[config.mk]
export PLATFORM = sky130hd
export DESIGN_NAME = psg_bus_master
export DESIGN_NICKNAME = d
export VERILOG_FILES = /design/src/rtl/psg_bus_master.sv
export SDC_FILE = /design/constraint.sdc
export NUM_CORES = 1
export LEC_CHECK = 0
export BUFFER_PORTS_ARGS = -buffer_cell sky130_fd_sc_hd__buf_2
export CAP_MARGIN = 5
export CORE_MARGIN = 2
export CORE_UTILIZATION = 40
export CTS_CLUSTER_DIAMETER = 50
export DETAILED_ROUTE_END_ITERATION = 12
export PLACE_DENSITY_LB_ADDON = 0.1
export SYNTH_ARGS = -nofsm -noshare
export SYNTH_HDL_FRONTEND = slang
export SYNTH_SLANG_ARGS = --single-unit
[constraint.sdc]
create_clock -name CLK_14M -period 1.7 [get_ports CLK_14M]
set_input_delay 0.255 -clock CLK_14M [delete_from_list [all_inputs] [get_ports CLK_14M]]
set_output_delay 0.255 -clock CLK_14M [all_outputs]
set_load 0.1 [all_outputs]
[src/rtl/psg_bus_master.sv]
// psg_bus_master: drives the AY-3-8913/YM2149 BDIR/BC bus on behalf of an
// on-chip sequencer. Each request runs LATCH, GAP1, XFER, GAP2, paced by
// the I_CE bus-step enable. The LATCH phase and first gap are skipped when
// the PSG already holds the requested register address.
module psg_bus_master #(
   parameter int HOLD_TICKS  = 2,
   parameter int INACT_TICKS = 1,
   parameter int ADDR_CACHE  = 1
) (
   input  logic       CLK_14M,
   input  logic       I_RESET,
   input  logic       I_CE,
   input  logic       I_REQ_VALID,
   output logic       O_REQ_READY,
   input  logic       I_REQ_RW,
   input  logic [3:0] I_REQ_ADDR,
   input  logic [7:0] I_REQ_DATA,
   input  logic       I_FLUSH,
   output logic       O_RSP_VALID,
   output logic [7:0] O_RSP_DATA,
   output logic       O_BDIR,
   output logic       O_BC,
   output logic [7:0] O_DA_OUT,
   input  logic [7:0] I_DA_IN
);

   typedef enum logic [2:0] {
      IDLE  = 3'd0,
      LATCH = 3'd1,
      GAP1  = 3'd2,
      XFER  = 3'd3,
      GAP2  = 3'd4
   } state_t;

   localparam logic [7:0] HOLD_LAST  = 8'(HOLD_TICKS - 1);
   localparam logic [7:0] INACT_LAST = 8'(INACT_TICKS - 1);

   state_t     state, state_n;
   logic [7:0] timer, timer_n;
   logic       bdir, bdir_n;
   logic       bc, bc_n;
   logic [7:0] da_out, da_out_n;
   logic       ready, ready_n;
   logic       rsp_valid, rsp_valid_n;
   logic [7:0] rsp_data, rsp_data_n;
   logic [3:0] cache_addr, cache_addr_n;
   logic       cache_valid, cache_valid_n;
   logic       req_rw, req_rw_n;
   logic [7:0] req_data, req_data_n;
   logic       cache_hit;
   logic       phase_done;

   // State and every bus-facing output are registered together
   always_ff @(posedge CLK_14M or posedge I_RESET) begin
      if (I_RESET) begin
         state       <= IDLE;
         timer       <= 8'd0;
         bdir        <= 1'b0;
         bc          <= 1'b0;
         da_out      <= 8'h00;
         ready       <= 1'b1;
         rsp_valid   <= 1'b0;
         rsp_data    <= 8'h00;
         cache_addr  <= 4'h0;
         cache_valid <= 1'b0;
         req_rw      <= 1'b0;
         req_data    <= 8'h00;
      end else begin
         state       <= state_n;
         timer       <= timer_n;
         bdir        <= bdir_n;
         bc          <= bc_n;
         da_out      <= da_out_n;
         ready       <= ready_n;
         rsp_valid   <= rsp_valid_n;
         rsp_data    <= rsp_data_n;
         cache_addr  <= cache_addr_n;
         cache_valid <= cache_valid_n;
         req_rw      <= req_rw_n;
         req_data    <= req_data_n;
      end
   end

   // Next state, phase timing, cache bookkeeping and next bus outputs
   always_comb begin
      state_n       = state;
      timer_n       = timer;
      bdir_n        = bdir;
      bc_n          = bc;
      da_out_n      = da_out;
      ready_n       = ready;
      rsp_valid_n   = 1'b0;
      rsp_data_n    = rsp_data;
      cache_addr_n  = cache_addr;
      cache_valid_n = cache_valid & ~I_FLUSH;
      req_rw_n      = req_rw;
      req_data_n    = req_data;

      // A flush in the accept cycle wins, so it forces a miss
      cache_hit  = (ADDR_CACHE != 0) && cache_valid && !I_FLUSH &&
                   (cache_addr == I_REQ_ADDR);
      phase_done = 1'b0;
      if (state == LATCH || state == XFER) begin
         phase_done = I_CE && (timer == HOLD_LAST);
      end else if (state == GAP1 || state == GAP2) begin
         phase_done = I_CE && (timer == INACT_LAST);
      end

      unique case (state)
         IDLE: begin
            if (I_REQ_VALID && ready) begin
               req_rw_n   = I_REQ_RW;
               req_data_n = I_REQ_DATA;
               ready_n    = 1'b0;
               timer_n    = 8'd0;
               if (cache_hit) begin
                  state_n  = XFER;
                  bdir_n   = ~I_REQ_RW;
                  bc_n     = I_REQ_RW;
                  da_out_n = I_REQ_RW ? 8'h00 : I_REQ_DATA;
               end else begin
                  state_n       = LATCH;
                  bdir_n        = 1'b1;
                  bc_n          = 1'b1;
                  da_out_n      = {4'h0, I_REQ_ADDR};
                  cache_addr_n  = I_REQ_ADDR;
                  cache_valid_n = 1'b1;
               end
            end
         end
         LATCH: begin
            if (phase_done) begin
               state_n = GAP1;
               timer_n = 8'd0;
               bdir_n  = 1'b0;
               bc_n    = 1'b0;
            end else if (I_CE) begin
               timer_n = timer + 8'd1;
            end
         end
         GAP1: begin
            if (phase_done) begin
               state_n  = XFER;
               timer_n  = 8'd0;
               bdir_n   = ~req_rw;
               bc_n     = req_rw;
               da_out_n = req_rw ? 8'h00 : req_data;
            end else if (I_CE) begin
               timer_n = timer + 8'd1;
            end
         end
         XFER: begin
            if (phase_done) begin
               state_n = GAP2;
               timer_n = 8'd0;
               bdir_n  = 1'b0;
               bc_n    = 1'b0;
               if (req_rw) begin
                  rsp_data_n  = I_DA_IN;
                  rsp_valid_n = 1'b1;
               end
            end else if (I_CE) begin
               timer_n = timer + 8'd1;
            end
         end
         GAP2: begin
            if (phase_done) begin
               state_n = IDLE;
               timer_n = 8'd0;
               ready_n = 1'b1;
            end else if (I_CE) begin
               timer_n = timer + 8'd1;
            end
         end
         default: begin
            state_n = IDLE;
            timer_n = 8'd0;
            bdir_n  = 1'b0;
            bc_n    = 1'b0;
            ready_n = 1'b1;
         end
      endcase
   end

   assign O_REQ_READY = ready;
   assign O_RSP_VALID = rsp_valid;
   assign O_RSP_DATA  = rsp_data;
   assign O_BDIR      = bdir;
   assign O_BC        = bc;
   assign O_DA_OUT    = da_out;

endmodule

### Word-level counts from Yosys, hierarchy flattened

Cells that the tools add are included.

| storage, ports and cells | value |
|---|---|
| register bits after elaboration | 45 |
| latch bits | 0 |
| RAM bits | 0 |
| bits in read-only memories | 0 |
| input port bits | 26 |
| output and inout port bits | 20 |
| word-level logic and storage cells | 92 |
| memories | 0 |

| cells by class | value |
|---|---|
| add/sub/neg operators | 1 |
| $mul | 0 |
| div/mod/pow operators | 0 |
| order comparisons | 0 |
| equal/unequal tests | 13 |
| shift operators | 0 |
| mux-type cells | 37 |
| bitwise operators | 7 |
| reduce and logical (&&, ||, !) cells | 22 |

Operator list:

| cell | count |
|---|---|
| 8-bit 2-to-1 mux | 8 |
| 8-bit case mux with 2 select lines | 2 |
| 1-bit 2-to-1 mux | 17 |
| 3-bit 2-to-1 mux | 5 |
| 3-bit case mux with 5 select lines | 1 |
| 3-bit AND reduction | 4 |
| 2-bit inequality test, second input constant | 5 |
| 8-bit by 1-bit adder with 8-bit output, second input constant | 1 |
| 8-bit by 1-bit equality test with 1-bit output, second input constant | 1 |
| 8-bit logical NOT | 1 |
| 1-bit case mux with 4 select lines | 2 |
| 3-bit by 2-bit equality test with 1-bit output, second input constant | 2 |
| 1-bit NOT | 6 |
| 1-bit logical AND | 5 |
| 5-bit AND reduction | 1 |
| 4-bit equality test | 1 |
| 2-bit AND reduction | 2 |
| 4-bit AND reduction | 1 |
| 4-bit OR reduction | 1 |
| 3-bit by 1-bit equality test with 1-bit output, second input constant | 1 |
| 3-bit equality test, second input constant | 1 |
| 3-bit logical NOT | 1 |
| 3-bit by 1-bit inequality test with 1-bit output, second input constant | 1 |
| 1-bit case mux with 3 select lines | 1 |
| other kinds (8) | 9 |

### Depth between registers and ports, before layout

Gate-level depths: netlist of the first run.

| depth | value |
|---|---|
| word-level depth | 6 |
| gate-level depth with buffers | 7 |
| depth with buffers taken out | 6 |

### Least setup slack after synthesis of the first run

Ideal clock, no wire load.

| timing | value |
|---|---|
| path kind | register to register |
| start point | register ready, in the netlist O_REQ_READY |
| end point | register da_out[0], in the netlist O_DA_OUT[0] |
| library setup time | 126 ps |
| arrival time | 1724 ps |
| required time | 1574 ps |
| slack | -150 ps |
| stages on the path, launching flop included | 5 |
| path buffers | 1 |
| period minus slack after synthesis | 1850 ps |
| path through | dfstp_2 and3_1 clkbuf_1 a21oi_2 a221o_1 |

| on the way | value |
|---|---|
| cells in the longest elaborated chain, start to end | 3 |

Ends and longest elaborated chain:

| element | line | source |
|---|---|---|
| start: declaration | 43 | `logic ready, ready_n;` |
| start signal: assignment | 74 | `ready <= ready_n;` |
| 1-bit logical AND | 111 | `if (I_REQ_VALID && ready) begin` |
| 2-bit inequality test (no source line) | n/a |  |
| 3-bit AND reduction (no source line) | n/a |  |
| end signal: assignment | 73 | `da_out <= da_out_n;` |
| end: declaration | 42 | `logic [7:0] da_out, da_out_n;` |

No other way between the ends.
A chain may end at the register's enable or synchronous reset.

### Final worst setup path of the first run

| timing | value |
|---|---|
| start point | register cache_valid |
| end point | register da_out[3], in the netlist O_DA_OUT[3] |

| on the way | value |
|---|---|
| cells in the longest elaborated chain, start to end | 5 |

Ends and longest elaborated chain:

| element | line | source |
|---|---|---|
| start: declaration | 47 | `logic cache_valid, cache_valid_n;` |
| start signal: assignment | 78 | `cache_valid <= cache_valid_n;` |
| 1-bit logical AND (2 in a row) | 100 | `cache_hit = (ADDR_CACHE != 0) && cache_valid && !I_FLUSH &&` |
| 8-bit 2-to-1 mux | 116 | `if (cache_hit) begin` |
| 8-bit 2-to-1 mux | 111 |  |
| 8-bit case mux with 2 select lines | 109 | `unique case (state)` |

No other way between the ends. The select of a mux whose other input is x is not followed.

==> results of run 1 <==
## path summary, 6_finish.rpt
check	startpoint	endpoint	cells after the start
worst max-delay path	cache_valid	O_DA_OUT[3]	5
worst min-delay path	I_REQ_DATA[7]	req_data[7]	3
worst max register to register	cache_valid	O_DA_OUT[3]	5
worst min register to register	req_data[1]	req_data[1]	2
max in group asynchronous	I_RESET	O_REQ_READY	4
min in group asynchronous	I_RESET	req_data[4]	3
## cell type report
class                   count  area (um2)  area share [%]
multi-input cells         154        1169           37.45
clock inverters             3       25.02          0.8019
well taps                  72       90.09           2.887
repair buffers             88       620.6           19.89
flip-flops and latches     45        1132           36.29
inverters                   4       15.01          0.4812
clock buffers               5       68.82           2.205
## state kept, by name (all words and copies together), names as in the netlist
signal	cells
state	3
timer	8
O_DA_OUT	8
cache_valid	1
req_rw	1
O_BC	1
O_RSP_DATA	8
O_BDIR	1
O_REQ_READY	1
O_RSP_VALID	1
req_data	8
cache_addr	4
## worst register-to-register path, delay by kind of cell (launching register included)
kind | cells | cell delay [ns]
compound gates | 2 | 0.23
flops | 1 | 0.32
simple gates | 3 | 1.28
## power groups by stage
stage	Combinational, mW	Sequential [mW]	Clock (mW)
floorplan	1.24	3.06	0
global placement	3.30	1.76	0
detailed placement	3.32	1.76	0
CTS	3.44	1.75	0.716
global route	3.93	1.81	0.764
finish	3.71	1.76	0.692
## timing repair
item                                   CTS  global route
buffers inserted                         3             5
hold buffers                             1             0
pin swaps                                5            14
setup endpoints to repair               21            29
resized for setup                        8            20
gates cloned                             1             1
endpoints found under the hold margin    8             0
## cell families after synthesis
kind of cell | Yosys count | synth area share (%)
compound gates | 31 | 11.83
xor+xnor | 12 | 4.708
fa+ha+maj | 3 | 1.682
buf+inv | 11 | 2.634
flops | 45 | 50.50
mux | 17 | 8.296
simple gates | 91 | 20.35
## cells in the final DEF (no fill, tap or decap), types with 2 or more instances in the layout
master,instances
inv_1,3
and3_1,3
mux2_2,4
ha_1,3
nor2_1,9
mux2i_1,4
nand4b_1,2
xor2_1,9
nor2_4,3
nor3_1,2
a211o_1,2
or4_4,2
xnor2_1,2
or3_1,2
a21oi_2,2
buf_6,4
nand4_1,3
a221o_1,3
buf_4,34
dfrtp_1,43
buf_2,45
nor3b_1,2
nand2_1,51
mux2_4,8
buf_12,3
clkbuf_8,5
a22o_1,5
o21ai_0,5
o31ai_1,2
## per-layer routing
layer	vias up	global-route usage, %	routed length [um]
met3	4	4.773	228
met2	45	27.69	2355
met5	-	0	0
met1	869	22.10	2432
li1	909	-	-
met4	0	5.789	46
==> flow_metrics.tcl, run 1 <==
set metrics [dict create \
    status "finished with violations" \
    violations "negative setup slack" \
    synth-seq-area-share_pct 50.50 \
    fin_util_pct 57.37 \
    core_um2 5439 \
    final_cell_area_um2 3120 \
    crit_path_top_delay_cell "or4_4" \
    cts_buffers 5 \
    cts_max_level 2 \
    cp_cell_sequence "or2b_1, or4_4, or4_4, a21oi_2, a211o_1" \
    path_buf_inv 0 \
    finalClockSkew_ns 0.006027 \
    vdd.ir_drop.worst_mv 1.232 \
    cts.sinks 45 \
    clk_latency_ns 0.30 \
    dp_hpwl_um 3623 \
    yosysUniqueCellTypes 49 \
    cpPeakStageDelay_ns 0.60 \
    startpoint_type "register" \
    fillCellCount 494 \
    clock-root-buffer "clkbuf_8" \
    start_util_pct 41.04 \
    crit_arrival_ns 2.13 \
    place_inst 352 \
    leakage_nw 1.543 \
    die-area_um2 6194 \
    p_int_mw 3.093 \
    ff2ff_setup_slack_ns -0.19 \
    maxSlewViolCount 0 \
    route.detailed.drc 0 \
    postSynthCellCount 210 \
    crit_type "reg -> reg" \
    io_buffers 45 \
    switching_share_pct 49.75 \
    synth.most_common_cell "nand2_1" \
    rows 27 \
    tightest_slew_ns 0.4897 \
    setup_viol_count_final 18 \
    dr.pass1.iters 8 \
    grt_usage_pct 17.10 \
    vias_per_cell 4.925 \
    grt_pass1_vias 1758 \
    rsz0062_at_grt "yes" \
    finalCritPeriodShare_pct 110.9 \
    ant_nets 0 \
    worst-path-max-fanout 6 \
    cpMostUsedCell "or4_4" \
    cap_violations 0 \
    synth_edf_count 0 \
    power_density_nw_per_um2 1972 \
    die-height_um 78.70 \
    synth_flop_cell "dfrtp_1" \
    place_area_um2 2818 \
    min_period_ns 1.886 \
    async_flop_share_pct 100.0 \
    cp.required_ns 1.95 \
    fin_tns_setup_ns -2.191 \
    end_kind "register" \
    overflow 0 \
    holdWs_ns 0.1532 \
    area_delta_synth_final_pct 39.80 \
    clockBufferDepth 2 \
    instances_no_fill 371 \
    wl_per_cell_um 13.65 \
    pre_cts_ws_ns -0.2081 \
    clk_pin_slew_ns 0.09 \
    synth_area_um2 2232 \
    routed-via-count 1827 \
    grt_pass1_wl_um 8162 \
    drtIter0Drc 62 \
    switching_power_mw 3.062 \
    routed_wl_um 5063 \
    diodes 0 \
    synth_common_cells "nand2_1, dfrtp_1, mux2_2" \
    ios 46 \
    combinationalPowerShare_pct 60.2 \
    synth_top_area_share_pct 49.33 \
    synth-seq-cells 45 \
    yosysWarnings 0 \
    yosys.area.top_type "dfrtp_1" \
    path_delay_family "simple AND/OR/NAND/NOR gates" \
    grt_max_degree 23 \
    fmaxAchievable_mhz 530.2 \
    grt_antenna_before_repair 0 \
    gp_congestion 0.8056 \
    power_frac_seq_pct 28.5 \
    cts_tree "yes" \
    die_width_um 78.70 \
    nets 327 \
    fin_ws_ns -0.1860 \
    drive_gt1_share_pct 43.81 \
    finalPower_mw 6.155 \
    finalHoldViolCount 0 \
    hold_class "in -> reg" \
    postSynthNetCount 239 \
    synth_area_leaders "dfrtp_1, nand2_1, mux2_2, xor2_1, mux2i_1" \
    pwr-share-clk_pct 11.2 \
    avgSynthCellArea_um2 10.63 \
    slew_headroom_pct 67.58 \
]
Note: power is estimated with default switching activity, not from simulation.
==> run 2: changes to the inputs <==
Settings changed: BUFFER_PORTS_ARGS -buffer_cell sky130_fd_sc_hd__buf_2 to default, DONT_BUFFER_PORTS from default to 1.
==> run 2 against run 1 <==
- the run still ends with negative setup slack left
- clock power up 42%
- sequential power about the same
- via count down 3.9%
- total power increased by 4.6%
- global-route usage up 0.76 points
- clock skew decreased by 0.0020 ns
- routed wire length grew 3.3%
- critical path depth stayed put
- combinational power barely moved
- die area did not move
- largest cell class unchanged
==> flow_metrics.tcl, run 2 (synthesis results as in run 1) <==
set metrics [dict create \
    startpoint_type "register" \
    wl_per_cell_um 15.47 \
    status "finished with violations" \
    holdWs_ns 0.04935 \
    leakage_nw 1.421 \
    slew_headroom_pct 61.81 \
    reg2reg_from "cache_addr[2]" \
    cpPeakStageDelay_ns 0.60 \
    finalPower_mw 6.440 \
    core_um2 5439 \
    cts_tree "yes" \
    routed-via-count 1756 \
    clock-root-buffer "clkbuf_8" \
    drtIter0Drc 94 \
    ff2ff_setup_slack_ns -0.20 \
    cts.sinks 45 \
    layout_common_cells "nand2_1, buf_4, dfrtp_1, nor2_1, xor2_1" \
    finalClockSkew_ns 0.004005 \
    place_inst 326 \
    vdd.ir_drop.worst_mv 1.445 \
    rsz0062_at_grt "yes" \
    fmaxAchievable_mhz 525.9 \
    final_cell_area_um2 2979 \
    min_path_cells 2 \
    power_density_nw_per_um2 2162 \
    cap_violations 0 \
    grt_pass1_vias 1842 \
    path_delay_family "simple AND/OR/NAND/NOR gates" \
    clk_pin_slew_ns 0.09 \
    overflow 0 \
    layout_commonest_cell "nand2_1" \
    routed_wl_um 5229 \
    fin_ws_ns -0.2017 \
    area_delta_synth_final_pct 33.46 \
    grt_max_degree 46 \
    dr.pass1.iters 4 \
    grt_antenna_before_repair 0 \
    crit_type "reg -> reg" \
    vias_per_cell 5.195 \
    drive_gt1_share_pct 37.22 \
    setup_viol_count_final 18 \
    clk_latency_ns 0.31 \
    ios 46 \
    violations "negative setup slack" \
    die-area_um2 6194 \
    rr_worst_depth 5 \
    cts_max_level 2 \
    crit_arrival_ns 2.15 \
    route.detailed.drc 0 \
    dp_hpwl_um 3788 \
    worst-path-max-fanout 6 \
    min_from "I_REQ_DATA[7]" \
    gp_congestion 0.7930 \
    worst_hold_path.endpoint "req_data[7]" \
    clockBufferDepth 2 \
    cp_cell_sequence "xor2_1, or4_4, or4_1, a21oi_1, a211o_1" \
    place_area_um2 2710 \
    io_buffers 0 \
    die_width_um 78.70 \
    min_period_ns 1.902 \
    tightest_slew_ns 0.5729 \
    ant_nets 0 \
    maxSlewViolCount 0 \
    finalHoldViolCount 0 \
    diodes 0 \
    cp.required_ns 1.95 \
    start_util_pct 41.04 \
    cts_buffers 5 \
    path_buf_inv 0 \
    r2r-end "O_DA_OUT[3]" \
    rows 27 \
    grt_usage_pct 17.85 \
    nets 294 \
    crit_path_top_delay_cell "or4_4" \
    grt_pass1_wl_um 8562 \
    hold_class "in -> reg" \
    die-height_um 78.70 \
    instances_no_fill 338 \
    finalCritPeriodShare_pct 111.9 \
    end_kind "register" \
]
[run 2: changes by cell type in the layout (fill, tap and decap cells not counted), sizes merged]
cell,delta
buf,-33
bufinv,+2
clkbuf,-1
clkinv,-1
clkinvlp,-1
dlygate4sd3,+1
[run 2: cell type report]
| class | instances | area (um2) |
|---|---|---|
| inverter | 4 | 15.01 |
| tap | 72 | 90.09 |
| timing repair buffer | 55 | 445.4 |
| sequential | 45 | 1134 |
| clock inverter | 3 | 68.82 |
| fill | 471 | 2460 |
| clock buffer | 5 | 68.82 |
| multi-input combinational | 154 | 1157 |
[run 2: power by group]
group	switching [mW]	leakage [nW]	internal [mW]
Combinational	2.37	0.772	1.32
Clock	0.394	0.0687	0.592
Sequential	0.287	0.581	1.48
[run 2: worst register-to-register path: stages (launching register included)]
cell and delay, ns:
dfrtp_1 0.40, xor2_1 0.17, or4_4 0.60, or4_1 0.42, a21oi_1 0.15, a211o_1 0.12
[run 2: worst max path at each step]
stage / start / end / slack (ns) / cells past startpoint
detailed placement: cache_valid / state[1] / -0.19 / 4
global route: cache_addr[2] / O_DA_OUT[3] / -0.25 / 5
finish: cache_addr[2] / O_DA_OUT[3] / -0.20 / 5
global placement: cache_valid / O_DA_OUT[3] / -0.14 / 5
CTS: cache_addr[2] / O_DA_OUT[3] / -0.19 / 5
floorplan: cache_valid / O_DA_OUT[3] / -0.1 / 5
[run 2: routing by layer]
| layer | global-route usage [%] | vias to the layer above | share of wire, % |
|---|---|---|---|
| li1 | - | 836 | - |
| met1 | 22.39 | 866 | 43 |
| met2 | 28.89 | 49 | 50 |
| met3 | 5.455 | 5 | 5.5 |
| met4 | 7.018 | 0 | 1.3 |
| met5 | 0 | - | 0 |
[run 2: what timing repair did]
item                                   CTS  global route
endpoints found under the hold margin   45             0
buffers inserted                         0             2
pin swaps                                3            11
setup endpoints to repair               18            42
resized for setup                        1            23
hold buffers                             2             0
[run 2: through the flow]
stage | util (%) | TNS, ns | setup WS, ns
after floorplan | - | -0.7373 | -0.09574
after detailed placement | 49.83 | -1.561 | -0.1895
final | 54.77 | -1.814 | -0.2017
after global placement | 49.83 | -0.9290 | -0.1418
after CTS | 52.82 | -1.662 | -0.1931
after global routing | 54.77 | -3.059 | -0.2459
==> run 3: changes to the inputs <==
Settings changed: PLACE_DENSITY from default to 0.6, PLACE_DENSITY_LB_ADDON 0.1 to default.
==> run 3 against run 2 <==
- setup slack improved by 0.032 ns
- combinational power is 2% lower
- final area shrank 2.0%
- the flow finishes with violations (negative hold slack, negative setup slack)
- die area stayed put
- count of clock-buffer cells in the layout up 2
- via count decreased by 2.2%
- sequential cell count unchanged
- critical path depth did not move
- clock power decreased by 33%
- sequential share of layout area is 0.74 points higher
- critical endpoint unchanged
- maximum frequency is 1.7% higher
- largest power group unchanged
==> flow_metrics.tcl, run 3 (synthesis results as in run 1) <==
set metrics [dict create \
    status "finished with violations" \
    violations "negative hold slack, negative setup slack" \
    die-height_um 78.70 \
    cp.required_ns 1.94 \
    power_density_nw_per_um2 2065 \
    overflow 0 \
    area_delta_synth_final_pct 30.77 \
    holdWs_ns -0.02153 \
    hold_class "in -> async" \
    grt_usage_pct 17.41 \
    end_kind "register" \
    fillCellCount 485 \
    slew_headroom_pct 61.94 \
    gp_congestion 0.7610 \
    cap_violations 0 \
    layout_commonest_cell "buf_4" \
    grt_max_degree 46 \
    vdd.ir_drop.worst_mv 1.403 \
    dr.pass1.iters 4 \
    vias_per_cell 5.065 \
    finalCritPeriodShare_pct 110.0 \
    finalClockSkew_ns 0.009484 \
    leakage_nw 1.396 \
    die_width_um 78.70 \
    clk_pin_slew_ns 0.09 \
    grt_pass1_wl_um 8424 \
    rows 27 \
    route.detailed.drc 0 \
    crit_arrival_ns 2.11 \
    grt_antenna_before_repair 0 \
    diodes 0 \
    fin_ws_ns -0.1698 \
    wl_per_cell_um 14.83 \
    fmaxAchievable_mhz 534.8 \
    die-area_um2 6194 \
    drtIter0Drc 100 \
    place_area_um2 2710 \
    crit_type "reg -> reg" \
    routed-via-count 1717 \
    finalHoldViolCount 32 \
    min_period_ns 1.870 \
    nets 295 \
    cts_max_level 2 \
    layout_common_cells "buf_4, nand2_1, dfrtp_1, xor2_1" \
    clock-root-buffer "clkbuf_8" \
    finalPower_mw 6.029 \
    tightest_slew_ns 0.5709 \
    routed_wl_um 5029 \
    maxSlewViolCount 0 \
    cts_buffers 5 \
    drive_gt1_share_pct 36.70 \
    dp_hpwl_um 3544 \
    io_buffers 0 \
    start_util_pct 41.04 \
    startpoint_type "register" \
    grt_pass1_vias 1774 \
    final_cell_area_um2 2919 \
    cts_tree "yes" \
    cts.sinks 45 \
    setup_viol_count_final 18 \
    clk_latency_ns 0.30 \
    ios 46 \
    ant_nets 0 \
    clockBufferDepth 2 \
    core_um2 5439 \
    rsz0062_at_grt "yes" \
    instances_no_fill 339 \
    worst-path-max-fanout 6 \
    place_inst 326 \
]
-- run 3: area by class of cell --
type | count | area (um2) | share of cell area, %
inverter | 4 | 15.01 | 0.5144
timing repair buffer | 56 | 442.9 | 15.17
sequential | 45 | 1132 | 38.79
tap | 72 | 90.09 | 3.086
multi-input combinational | 154 | 1155 | 39.56
clock buffer | 7 | 76.32 | 2.615
clock inverter | 1 | 7.507 | 0.2572
-- run 3: critical path: stages, from the launching register on --
cell and delay (ns):
dfrtp_1 0.32, or2b_1 0.25, or4_4 0.58, or4_1 0.44, a21oi_2 0.13, a211o_1 0.11
-- run 3: path summary, 6_finish.rpt --
path                          startpoint     endpoint  slack, ns  depth (start not counted)
min in group CLK_14M       I_REQ_DATA[5]  req_data[5]       0.06                          2
hold / removal                   I_RESET     timer[4]      -0.02                          2
setup reg to reg             cache_valid  O_DA_OUT[3]      -0.17                          5
max in group asynchronous        I_RESET     state[0]       1.31                          2
setup / recovery             cache_valid  O_DA_OUT[3]      -0.17                          5
hold reg to reg              req_data[6]  req_data[6]       0.48                          2
-- run 3: routing by layer --
layer	vias to the layer above	part of all wire, %	track usage, %
met3	4	4.9	4.659
li1	846	-	-
met1	832	48	23.05
met5	-	0	0
met4	0	0.87	5.789
met2	35	46	27.78
-- run 3: per-stage QoR --
step | setup slack [ns] | setup TNS, ns | util (%)
after floorplan | -0.09574 | -0.7373 | -
after global routing | -0.2376 | -2.837 | 53.67
after global placement | -0.1621 | -1.621 | 49.83
after detailed placement | -0.1756 | -2.043 | 49.83
after CTS | -0.1582 | -1.230 | 52.38
final | -0.1698 | -1.388 | 53.67
-- run 3: power by group --
part | switching, mW | internal (mW)
sequential | 0.280 | 1.48
combinational | 2.35 | 1.26
clock | 0.364 | 0.292
total | 3.00 | 3.03
-- run 3: repair_timing --
action	CTS	global route
hold endpoints to repair	1	0
setup buffers	2	2
setup endpoints to repair	19	29
pin swaps	3	6
resized for setup	7	13
gates cloned	0	0
hold buffers	1	0
